==> config.mk <==
export PLATFORM = sky130hd
export DESIGN_NAME = lcd_bus_arbiter
export DESIGN_NICKNAME = d
export VERILOG_FILES = /design/src/rtl/lcd_defs.sv /design/src/rtl/lcd_rr_pick.sv /design/src/rtl/lcd_bus_arbiter.sv
export SDC_FILE = /design/constraint.sdc
export NUM_CORES = 1
export LEC_CHECK = 0
export CELL_PAD_IN_SITES_DETAIL_PLACEMENT = 1
export CELL_PAD_IN_SITES_GLOBAL_PLACEMENT = 2
export CORE_MARGIN = 8
export CORE_UTILIZATION = 27
export CTS_BUF_LIST = sky130_fd_sc_hd__clkbuf_2 sky130_fd_sc_hd__clkbuf_4 sky130_fd_sc_hd__clkbuf_8
export DETAILED_ROUTE_END_ITERATION = 12
export GPL_ROUTABILITY_DRIVEN = 0
export PLACE_DENSITY_LB_ADDON = 0.05
export SYNTH_ARGS = -nofsm -noshare
export SYNTH_HDL_FRONTEND = slang
export SYNTH_SLANG_ARGS = --single-unit
==> constraint.sdc <==
create_clock -name clk -period 2.6 [get_ports clk]
set_input_delay 0.39 -clock clk [delete_from_list [all_inputs] [get_ports clk]]
set_output_delay 0.39 -clock clk [all_outputs]
set_load 0.02 [all_outputs]
==> src/rtl/lcd_defs.sv <==
// Shared definitions for the LCD bus arbiter: FSM encodings,
// panel opcodes, D/C levels and a one-hot to index helper.
package lcd_defs;

    localparam logic [1:0] ST_IDLE  = 2'd0;
    localparam logic [1:0] ST_ISSUE = 2'd1;
    localparam logic [1:0] ST_WAIT  = 2'd2;

    localparam logic [7:0] LCD_CASET = 8'h2A;
    localparam logic [7:0] LCD_PASET = 8'h2B;
    localparam logic [7:0] LCD_RAMWR = 8'h2C;

    localparam logic DC_CMD = 1'b0;
    localparam logic DC_DAT = 1'b1;

    function automatic logic [2:0] oh2idx(input logic [7:0] oh);
        logic [2:0] idx;
        idx = '0;
        for (int i = 0; i < 8; i++) begin
            if (oh[i]) idx |= 3'(i);
        end
        return idx;
    endfunction

endpackage

==> src/rtl/lcd_rr_pick.sv <==
// Combinational one-hot picker: first set request at or after the
// pointer (round-robin) or from index 0 (fixed priority).
module lcd_rr_pick
    import lcd_defs::*;
#(
    parameter int NUM_REQ = 3,
    parameter int PW      = 2
) (
    input  logic [NUM_REQ-1:0] i_req,
    input  logic [PW-1:0]      i_ptr,
    input  logic               i_mode,
    output logic [NUM_REQ-1:0] o_gnt
);

    always_comb begin : pick
        int  w_start;
        int  w_idx;
        logic w_found;
        o_gnt   = '0;
        w_found = 1'b0;
        w_start = i_mode ? int'(i_ptr) : 0;
        w_idx   = 0;
        for (int i = 0; i < NUM_REQ; i++) begin
            w_idx = w_start + i;
            if (w_idx >= NUM_REQ) w_idx = w_idx - NUM_REQ;
            if (!w_found && i_req[w_idx]) begin
                o_gnt[w_idx] = 1'b1;
                w_found      = 1'b1;
            end
        end
    end

endmodule

==> src/rtl/lcd_bus_arbiter.sv <==
// Transaction-locked arbiter in front of the byte-wide LCD writer.
// Define LCD_ARB_TIMEOUT_EN to enable the wr_done watchdog.
module lcd_bus_arbiter
    import lcd_defs::*;
#(
    parameter int NUM_REQ        = 3,
    parameter int ARB_MODE       = 1,
    parameter int TIMEOUT_CYCLES = 4096
) (
    input  logic                 clk,
    input  logic                 rst,
    input  logic [NUM_REQ-1:0]   req_valid,
    input  logic [8*NUM_REQ-1:0] req_data,
    input  logic [NUM_REQ-1:0]   req_dc,
    input  logic [NUM_REQ-1:0]   req_last,
    output logic [NUM_REQ-1:0]   req_ready,
    output logic [NUM_REQ-1:0]   grant,
    output logic                 busy,
    output logic [7:0]           lcd_data,
    output logic                 add_dc,
    output logic                 lcd_wr_en,
    input  logic                 lcd_wr_done,
    output logic                 err_timeout
);

    localparam int PW = (NUM_REQ > 2) ? $clog2(NUM_REQ) : 1;

    if (NUM_REQ < 2 || NUM_REQ > 8 || TIMEOUT_CYCLES < 2) begin : g_param_chk
        $error("lcd_bus_arbiter: parameter out of range");
    end

    logic [1:0]         r_state;
    logic [NUM_REQ-1:0] r_grant;
    logic [PW-1:0]      r_ptr;
    logic               r_last;
    logic [7:0]         r_data;
    logic               r_dc;
    logic               r_wr_en;
    logic               r_err;

    logic [NUM_REQ-1:0] w_pick;
    logic [2:0]         w_gidx;
    logic [PW-1:0]      w_ptr_nxt;
    logic [7:0]         w_gsel_data;
    logic               w_gsel_valid;
    logic               w_gsel_dc;
    logic               w_gsel_last;
    logic               w_hs;
    logic               w_tmo_hit;

    lcd_rr_pick #(
        .NUM_REQ (NUM_REQ),
        .PW      (PW)
    ) u_pick (
        .i_req  (req_valid),
        .i_ptr  (r_ptr),
        .i_mode (ARB_MODE != 0),
        .o_gnt  (w_pick)
    );

    // Owner's lane, selected through the one-hot grant.
    always_comb begin
        w_gsel_data = '0;
        for (int i = 0; i < NUM_REQ; i++) begin
            if (r_grant[i]) w_gsel_data |= req_data[8*i +: 8];
        end
    end

    assign w_gsel_valid = |(req_valid & r_grant);
    assign w_gsel_dc    = |(req_dc & r_grant);
    assign w_gsel_last  = |(req_last & r_grant);
    assign w_hs         = (r_state == ST_ISSUE) && w_gsel_valid;
    assign w_gidx       = oh2idx(8'(r_grant));
    assign w_ptr_nxt    = (int'(w_gidx) == NUM_REQ - 1) ? '0 : PW'(w_gidx + 3'd1);

`ifdef LCD_ARB_TIMEOUT_EN
    localparam int TW = $clog2(TIMEOUT_CYCLES) + 1;

    logic [TW-1:0] r_tmo;

    assign w_tmo_hit = (r_state == ST_WAIT) && (r_tmo == TW'(TIMEOUT_CYCLES - 1));

    always_ff @(posedge clk or posedge rst) begin
        if (rst) begin
            r_tmo <= '0;
        end else if (w_hs) begin
            r_tmo <= '0;
        end else if (r_state == ST_WAIT && !w_tmo_hit) begin
            r_tmo <= r_tmo + 1'b1;
        end
    end
`else
    assign w_tmo_hit = 1'b0;
`endif

    always_ff @(posedge clk or posedge rst) begin
        if (rst) begin
            r_state <= ST_IDLE;
            r_grant <= '0;
            r_ptr   <= '0;
            r_last  <= 1'b0;
            r_data  <= '0;
            r_dc    <= 1'b0;
            r_wr_en <= 1'b0;
            r_err   <= 1'b0;
        end else begin
            r_err <= 1'b0;
            case (r_state)
                ST_IDLE: begin
                    if (|req_valid) begin
                        r_grant <= w_pick;
                        r_state <= ST_ISSUE;
                    end
                end
                ST_ISSUE: begin
                    if (w_hs) begin
                        r_data  <= w_gsel_data;
                        r_dc    <= w_gsel_dc;
                        r_wr_en <= 1'b1;
                        r_last  <= w_gsel_last;
                        r_state <= ST_WAIT;
                    end
                end
                ST_WAIT: begin
                    // A done arriving on the watchdog's last cycle still wins.
                    if (lcd_wr_done) begin
                        r_wr_en <= 1'b0;
                        if (r_last) begin
                            r_grant <= '0;
                            r_ptr   <= w_ptr_nxt;
                            r_state <= ST_IDLE;
                        end else begin
                            r_state <= ST_ISSUE;
                        end
                    end else if (w_tmo_hit) begin
                        r_wr_en <= 1'b0;
                        r_err   <= 1'b1;
                        r_grant <= '0;
                        r_ptr   <= w_ptr_nxt;
                        r_state <= ST_IDLE;
                    end
                end
                default: r_state <= ST_IDLE;
            endcase
        end
    end

    assign req_ready   = (r_state == ST_ISSUE) ? (req_valid & r_grant) : '0;
    assign grant       = r_grant;
    assign busy        = (r_state != ST_IDLE);
    assign lcd_data    = r_data;
    assign add_dc      = r_dc;
    assign lcd_wr_en   = r_wr_en;
    assign err_timeout = r_err;

endmodule

## Word level (Yosys, flattened, before mapping)

Cells that the tools add are included.

| cells by class | value |
|---|---|
| add/sub/neg operators | 6 |
| $lt $le $gt $ge | 9 |
| equality and inequality tests | 7 |
| mux-type cells | 42 |
| bitwise logic cells | 7 |
| reduce and logical (&&, ||, !) cells | 21 |

Operators with widths:

| cell | number |
|---|---|
| 32-bit by 1-bit greater-or-equal comparator with 1-bit output, second input constant | 3 |
| 32-bit by 4-bit less-than comparator with 1-bit output, second input constant | 3 |
| 32-bit 2-to-1 mux | 3 |
| 32-bit by 3-bit greater-or-equal comparator with 1-bit output, second input constant | 2 |
| 32-bit by 3-bit subtractor with 32-bit output, second input constant | 2 |
| 8-bit 2-to-1 mux | 3 |
| 3-bit 2-to-1 mux | 7 |
| 8-bit OR | 2 |
| 1-bit 2-to-1 mux | 15 |
| 3-bit OR reduction | 4 |
| 2-bit 2-to-1 mux | 5 |
| 3-bit bitwise AND | 3 |
| 3-bit AND reduction | 3 |
| 2-bit != test, second input constant | 4 |
| 1-bit binary-select mux with 2-bit select | 3 |
| 1-bit demux with 2-bit select | 3 |
| 1-bit logical AND | 6 |
| 3-bit OR | 2 |
| 2-bit case mux with 3 select lines | 1 |
| 3-bit case mux with 2 select lines | 1 |
| 2-bit nonzero test | 3 |
| 4-bit AND reduction | 1 |
| 2-bit by 1-bit adder with 3-bit output, second input constant | 1 |
| 2-bit by 2-bit adder with 3-bit output, second input constant | 1 |
| 10 further kinds | 11 |

| storage, ports and cells | value |
|---|---|
| bits in registers | 18 |
| bits of input ports | 36 |
| output and inout bits | 18 |
| word-level logic and storage cells | 99 |

## Depth between registers and ports, before layout

| depth | value |
|---|---|
| depth in word-level cells | 14 |
| depth in mapped cells | 7 |
| depth with buffers taken out | 6 |

## Modules after synthesis

Synthesis repeated with hierarchy kept, for this count alone.

| second synthesis, totals | value |
|---|---|
| cell total of the unflattened synthesis | 124 |
| area, all modules | 1157.4 um^2 |

Modules (own cells, without submodules):

| module | times used | cells an instance | area an instance (um^2) | seq. area each (um^2) |
|---|---|---|---|---|
| lcd_bus_arbiter | 1 | 94 | 930.9 | 450.4 |
| lcd_rr_pick | 1 | 30 | 226.5 | 0.0 |

## Least setup slack after synthesis

No wires, ideal clock.

| timing path | value |
|---|---|
| path type | register to register |
| start point | reg r_ptr[0] |
| end point | reg r_grant[1] (netlist: grant[1]) |
| setup time | 0.088 ns |
| data arrival time | 1.628 ns |
| data required time | 2.512 ns |
| path slack | 0.883 ns |
| stages on the path, launching flop included | 8 |
| path buffers | 1 |
| period minus slack after synthesis | 1.717 ns |
| cells stage by stage | dfrtp_1 inv_1 ha_1 clkbuf_1 a22o_1 o21ai_0 nand4_1 a41oi_1 |

| on the way | value |
|---|---|
| word-level cells in the longest chain between the ends | 14 |
| elaborated cells between the ends (all ways) | 48 |
| those cells by class | 5 x add/sub; 9 x order compare; 25 x mux; 2 x bitwise; 7 x reduce/logical |

Ends and longest elaborated chain:

| element | RTL line | source |
|---|---|---|
| start: declaration | lcd_bus_arbiter.sv:34 | `logic [PW-1:0] r_ptr;` |
| start signal: assignment | lcd_bus_arbiter.sv:130 | `r_ptr <= w_ptr_nxt;` |
| start signal: assignment | lcd_bus_arbiter.sv:139 | `r_ptr <= w_ptr_nxt;` |
| branches (longest 11 deep; another with 32-bit by 3-bit subtractor with 32-bit output) | - |  |
| 3-bit 2-to-1 mux (*) | lcd_rr_pick.sv:26 | `if (!w_found && i_req[w_idx]) begin` |
| 3-bit 2-to-1 mux (*) | lcd_bus_arbiter.sv:110 | `if (\|req_valid) begin` |
| 3-bit case mux with 2 select lines (*) | lcd_bus_arbiter.sv:108 | `case (r_state)` |
| end signal: assignment | lcd_bus_arbiter.sv:111 | `r_grant <= w_pick;` |
| end: declaration | lcd_bus_arbiter.sv:33 | `logic [NUM_REQ-1:0] r_grant;` |

Mark *: on every way between the ends. The select of a mux whose other input is x is not followed.
A chain may end at the register's enable or synchronous reset.

## Worst setup path in the final report

| timing path | value |
|---|---|
| start point | in req_valid[2] |
| end point | out req_ready[2] |

| on the way | value |
|---|---|
| word-level cells in the longest chain between the ends | 2 |

Ends and longest elaborated chain:

| element | RTL line | source |
|---|---|---|
| start: declaration | lcd_bus_arbiter.sv:12 | `input logic [NUM_REQ-1:0] req_valid,` |
| 3-bit bitwise AND | lcd_bus_arbiter.sv:148 | `assign req_ready = (r_state == ST_ISSUE) ? (req_valid & r_grant) : '0;` |
| 3-bit 2-to-1 mux | lcd_bus_arbiter.sv:148 |  |
| end: declaration | lcd_bus_arbiter.sv:16 | `output logic [NUM_REQ-1:0] req_ready,` |

Every way passes these cells.

==> flow_metrics.py <==
metrics = {
    "global_routing": {
        "antenna_found_initial": 0,
        "grt_overflow_total": 0,
        "grt_pass1_wl_mm": 7.04,
        "grt_use_total_pct": 12.1,
        "grt_max_degree": 21,
        "grt_pass1_vias": 1363,
    },
    "die": {
        "top_level_ports": 54,
        "die_w_um": 84.6,
        "die_area_mm2": 0.00716,
        "die-height_um": 84.6,
        "fp-row-count": 25,
        "start_util_pct": 27.5,
        "coreArea_mm2": 0.00463,
    },
    "synth": {
        "avgSynthCellArea_um2": 9.15,
        "syn-cell-area_mm2": 0.00127,
        "synthArstFlopShare_pct": 100,
        "ys_ff_latch": 18,
        "ys_seq_area_share_pct": 35.4,
        "yosys_warnings": 0,
        "synth_ff_type": "dfrtp_1",
        "synthCells": 139,
        "syn-num-nets": 179,
        "synth-edff-count": 0,
        "synthDistinctLibCells": 42,
    },
    "timing": {
        "period_share_pct": 89.1,
        "slew_headroom_pct": 52.5,
        "rsz0062_at_grt": "no",
        "fin_crit_ns": 2.32,
        "fmax_mhz": 432,
        "slew_violations": 0,
        "skew_ns": 0.00471,
        "tightestPinTransition_ns": 0.712,
        "finalHoldViolations": 0,
        "tns_ns": 0,
        "finalSetupViolations": 0,
    },
    "cells_and_area": {
        "nets": 230,
        "drive_above_1_share_pct": 18.0,
        "seqCellArea_um2": 450,
        "multiInputGateArea_um2": 726,
        "fillers": 549,
        "stdcell_area_mm2": 0.00189,
        "layout_commonest_cell": "clkdlybuf4s50_1",
        "synthToLayoutAreaGrowth_pct": 48.4,
        "most-common-layout-cells": "clkdlybuf4s50_1, dfrtp_1, a222oi_1",
        "diodes": 0,
    },
    "setup_path": {
        "cpMostUsedCell": "clkdlybuf4s50_1",
        "crit_path_max_incr_delay_ns": 0.69,
        "required_ns": 2.21,
        "crit_family": "buffers and inverters",
        "crit_arrival_ns": 1.93,
        "crit_chain": "clkdlybuf4s50_1 > nand2_1 > nor2_1 > clkdlybuf4s50_1",
        "start_kind": "input port",
        "rrSetupSlack_ns": 0.57,
        "r2r_start": "r_ptr[0]",
        "r2r-end": "grant[1]",
        "worst_setup_path_end_kind": "output pin",
        "critPathLaunch": "req_valid[2]",
        "worstSetupPathType": "input port to output pin",
        "crit_fanout": 11,
        "slowest_stage": "clkdlybuf4s50_1",
        "crit_buf_inv": 2,
        "ff2ff_path_depth": 6,
    },
    "pwr": {
        "combPwrFrac_pct": 62.2,
        "p_per_area_mw_per_mm2": 1140,
        "power_leakage_nw": 0.723,
        "clockPowerShare_pct": 10.8,
        "pwr-share-seq_pct": 27.0,
        "irDropWorstVdd_mv": 0.462,
        "p_sw_uw": 979,
        "p_int_mw": 1.18,
        "power_mw": 2.16,
        "switching_share_pct": 45.4,
    },
    "route": {
        "drt-met1-wl_mm": 1.98,
        "viasPerCell": 5.19,
        "route.met3.wl_um": 174,
        "vias": 1260,
        "highest_layer": "met4",
        "drt-total-wl_mm": 4.29,
        "wire_per_inst_um": 17.7,
        "drtIter0Drc": 70,
        "remaining_drc_errors": 0,
        "ant_nets": 0,
        "first_pass_iters": 4,
        "met2_wirelength_mm": 2.06,
    },
    "min_path": {
        "min-delay-start": "lcd_wr_en",
        "hold_path_class": "flop to flop",
        "whs_endpoint": "lcd_wr_en",
        "hold_depth": 2,
    },
    "cts": {
        "clk_latency_ns": 0.26,
        "cts_buffer_depth": 2,
        "cts_resized": 0,
        "cts_hold_buf": 0,
        "ctsRootBufferMaster": "clkbuf_8",
        "clock_sinks": 18,
        "htree_levels": 1,
        "cts_tree": "done",
        "cts_buffers": 3,
        "postCtsSetupRepairBufs": 0,
        "clk_transition_reported_paths_ns": 0.07,
    },
    "run": {
        "cap_violations": 0,
    },
    "placement": {
        "dpl.hpwl_mm": 3.42,
        "dpl_cell_area_mm2": 0.00183,
        "portBuffers": 52,
    },
    "outcome": {
        "outcome": "completed",
    },
}
==> routing by layer <==
| layer | track usage, % | vias up |
|---|---|---|
| met2 | 20.4 | 33 |
| met1 | 14.7 | 614 |
| met5 | 0 | - |
| met4 | 5.34 | 0 |
| li1 | - | 608 |
| met3 | 2.15 | 5 |
==> cell families (layout without fill, tap and decap cells) <==
| group | count (synthesis) | in the layout | synth area share (%) |
|---|---|---|---|
| buffers and inverters | 18 | 68 | 7.48 |
| AOI/OAI and AO/OA | 45 | 45 | 28.2 |
| and+or+nand+nor | 51 | 51 | 23.0 |
| adders and majority gates | 4 | 4 | 3.94 |
| other | 1 | 1 | 0.295 |
| DFF | 18 | 18 | 35.4 |
| muxes | 2 | 2 | 1.57 |
==> power by group through the flow <==
stage | logic, mW | clock network (mW) | registers [mW]
global route | 1.45 | 0.254 | 0.610
floorplan | 0.788 | 0 | 0.653
finish | 1.34 | 0.233 | 0.583
detailed placement | 1.36 | 0 | 0.592
CTS | 1.36 | 0.242 | 0.587
global placement | 1.33 | 0 | 0.588
==> worst max-delay path by stage <==
stage | to | slack, ns | cells after the start
floorplan | grant[1] | 0.88 | 7
global placement | req_ready[2] | 0.33 | 4
detailed placement | req_ready[2] | 0.27 | 4
CTS | req_ready[2] | 0.27 | 4
global route | req_ready[2] | 0.24 | 4
finish | req_ready[2] | 0.28 | 4
==> cell usage after synthesis, drive strengths merged, types with 4 or more instances <==
master  instances  area [um2]
dfrtp          18         450
nor2           17        96.3
a21oi          14         108
a222oi         11         110
nand2          10        37.5
clkbuf          7        26.3
inv             6        22.5
buf             5        46.3
nand2b          5        31.3
o21ai           5        25.0
ha              4        50.1
==> registers in the layout, indices dropped and copies added (netlist names) <==
register   flops
lcd_wr_en      1
r_last         1
r_ptr          2
r_state        2
lcd_data       8
add_dc         1
grant          3
==> tightest hold or removal path: stages, from the launching register on <==
cell and delay [ns]:
dfrtp_1 0.37, nand2_1 0.06, nand2_1 0.05
==> final cells by class <==
cell class	count	area share, %
clock buffer	4	2.92
timing repair buffer	58	30.0
tap	54	3.58
multi-input combinational	103	38.5
inverter	6	1.19
sequential	18	23.9
==> through the flow <==
| step | hold slack, ns | setup slack [ns] | util [%] | std cells |
|---|---|---|---|---|
| detailed placement | 0.497 | 0.275 | 39.6 | 239 |
| finish | 0.506 | 0.283 | 40.8 | 243 |
| CTS | 0.515 | 0.273 | 40.8 | 243 |
| global placement | 0.486 | 0.327 | 39.6 | 239 |
| floorplan | 0.329 | 0.883 | - | 139 |
| global route | 0.545 | 0.237 | 40.8 | 243 |
Power figures use the tool's default switching activity.
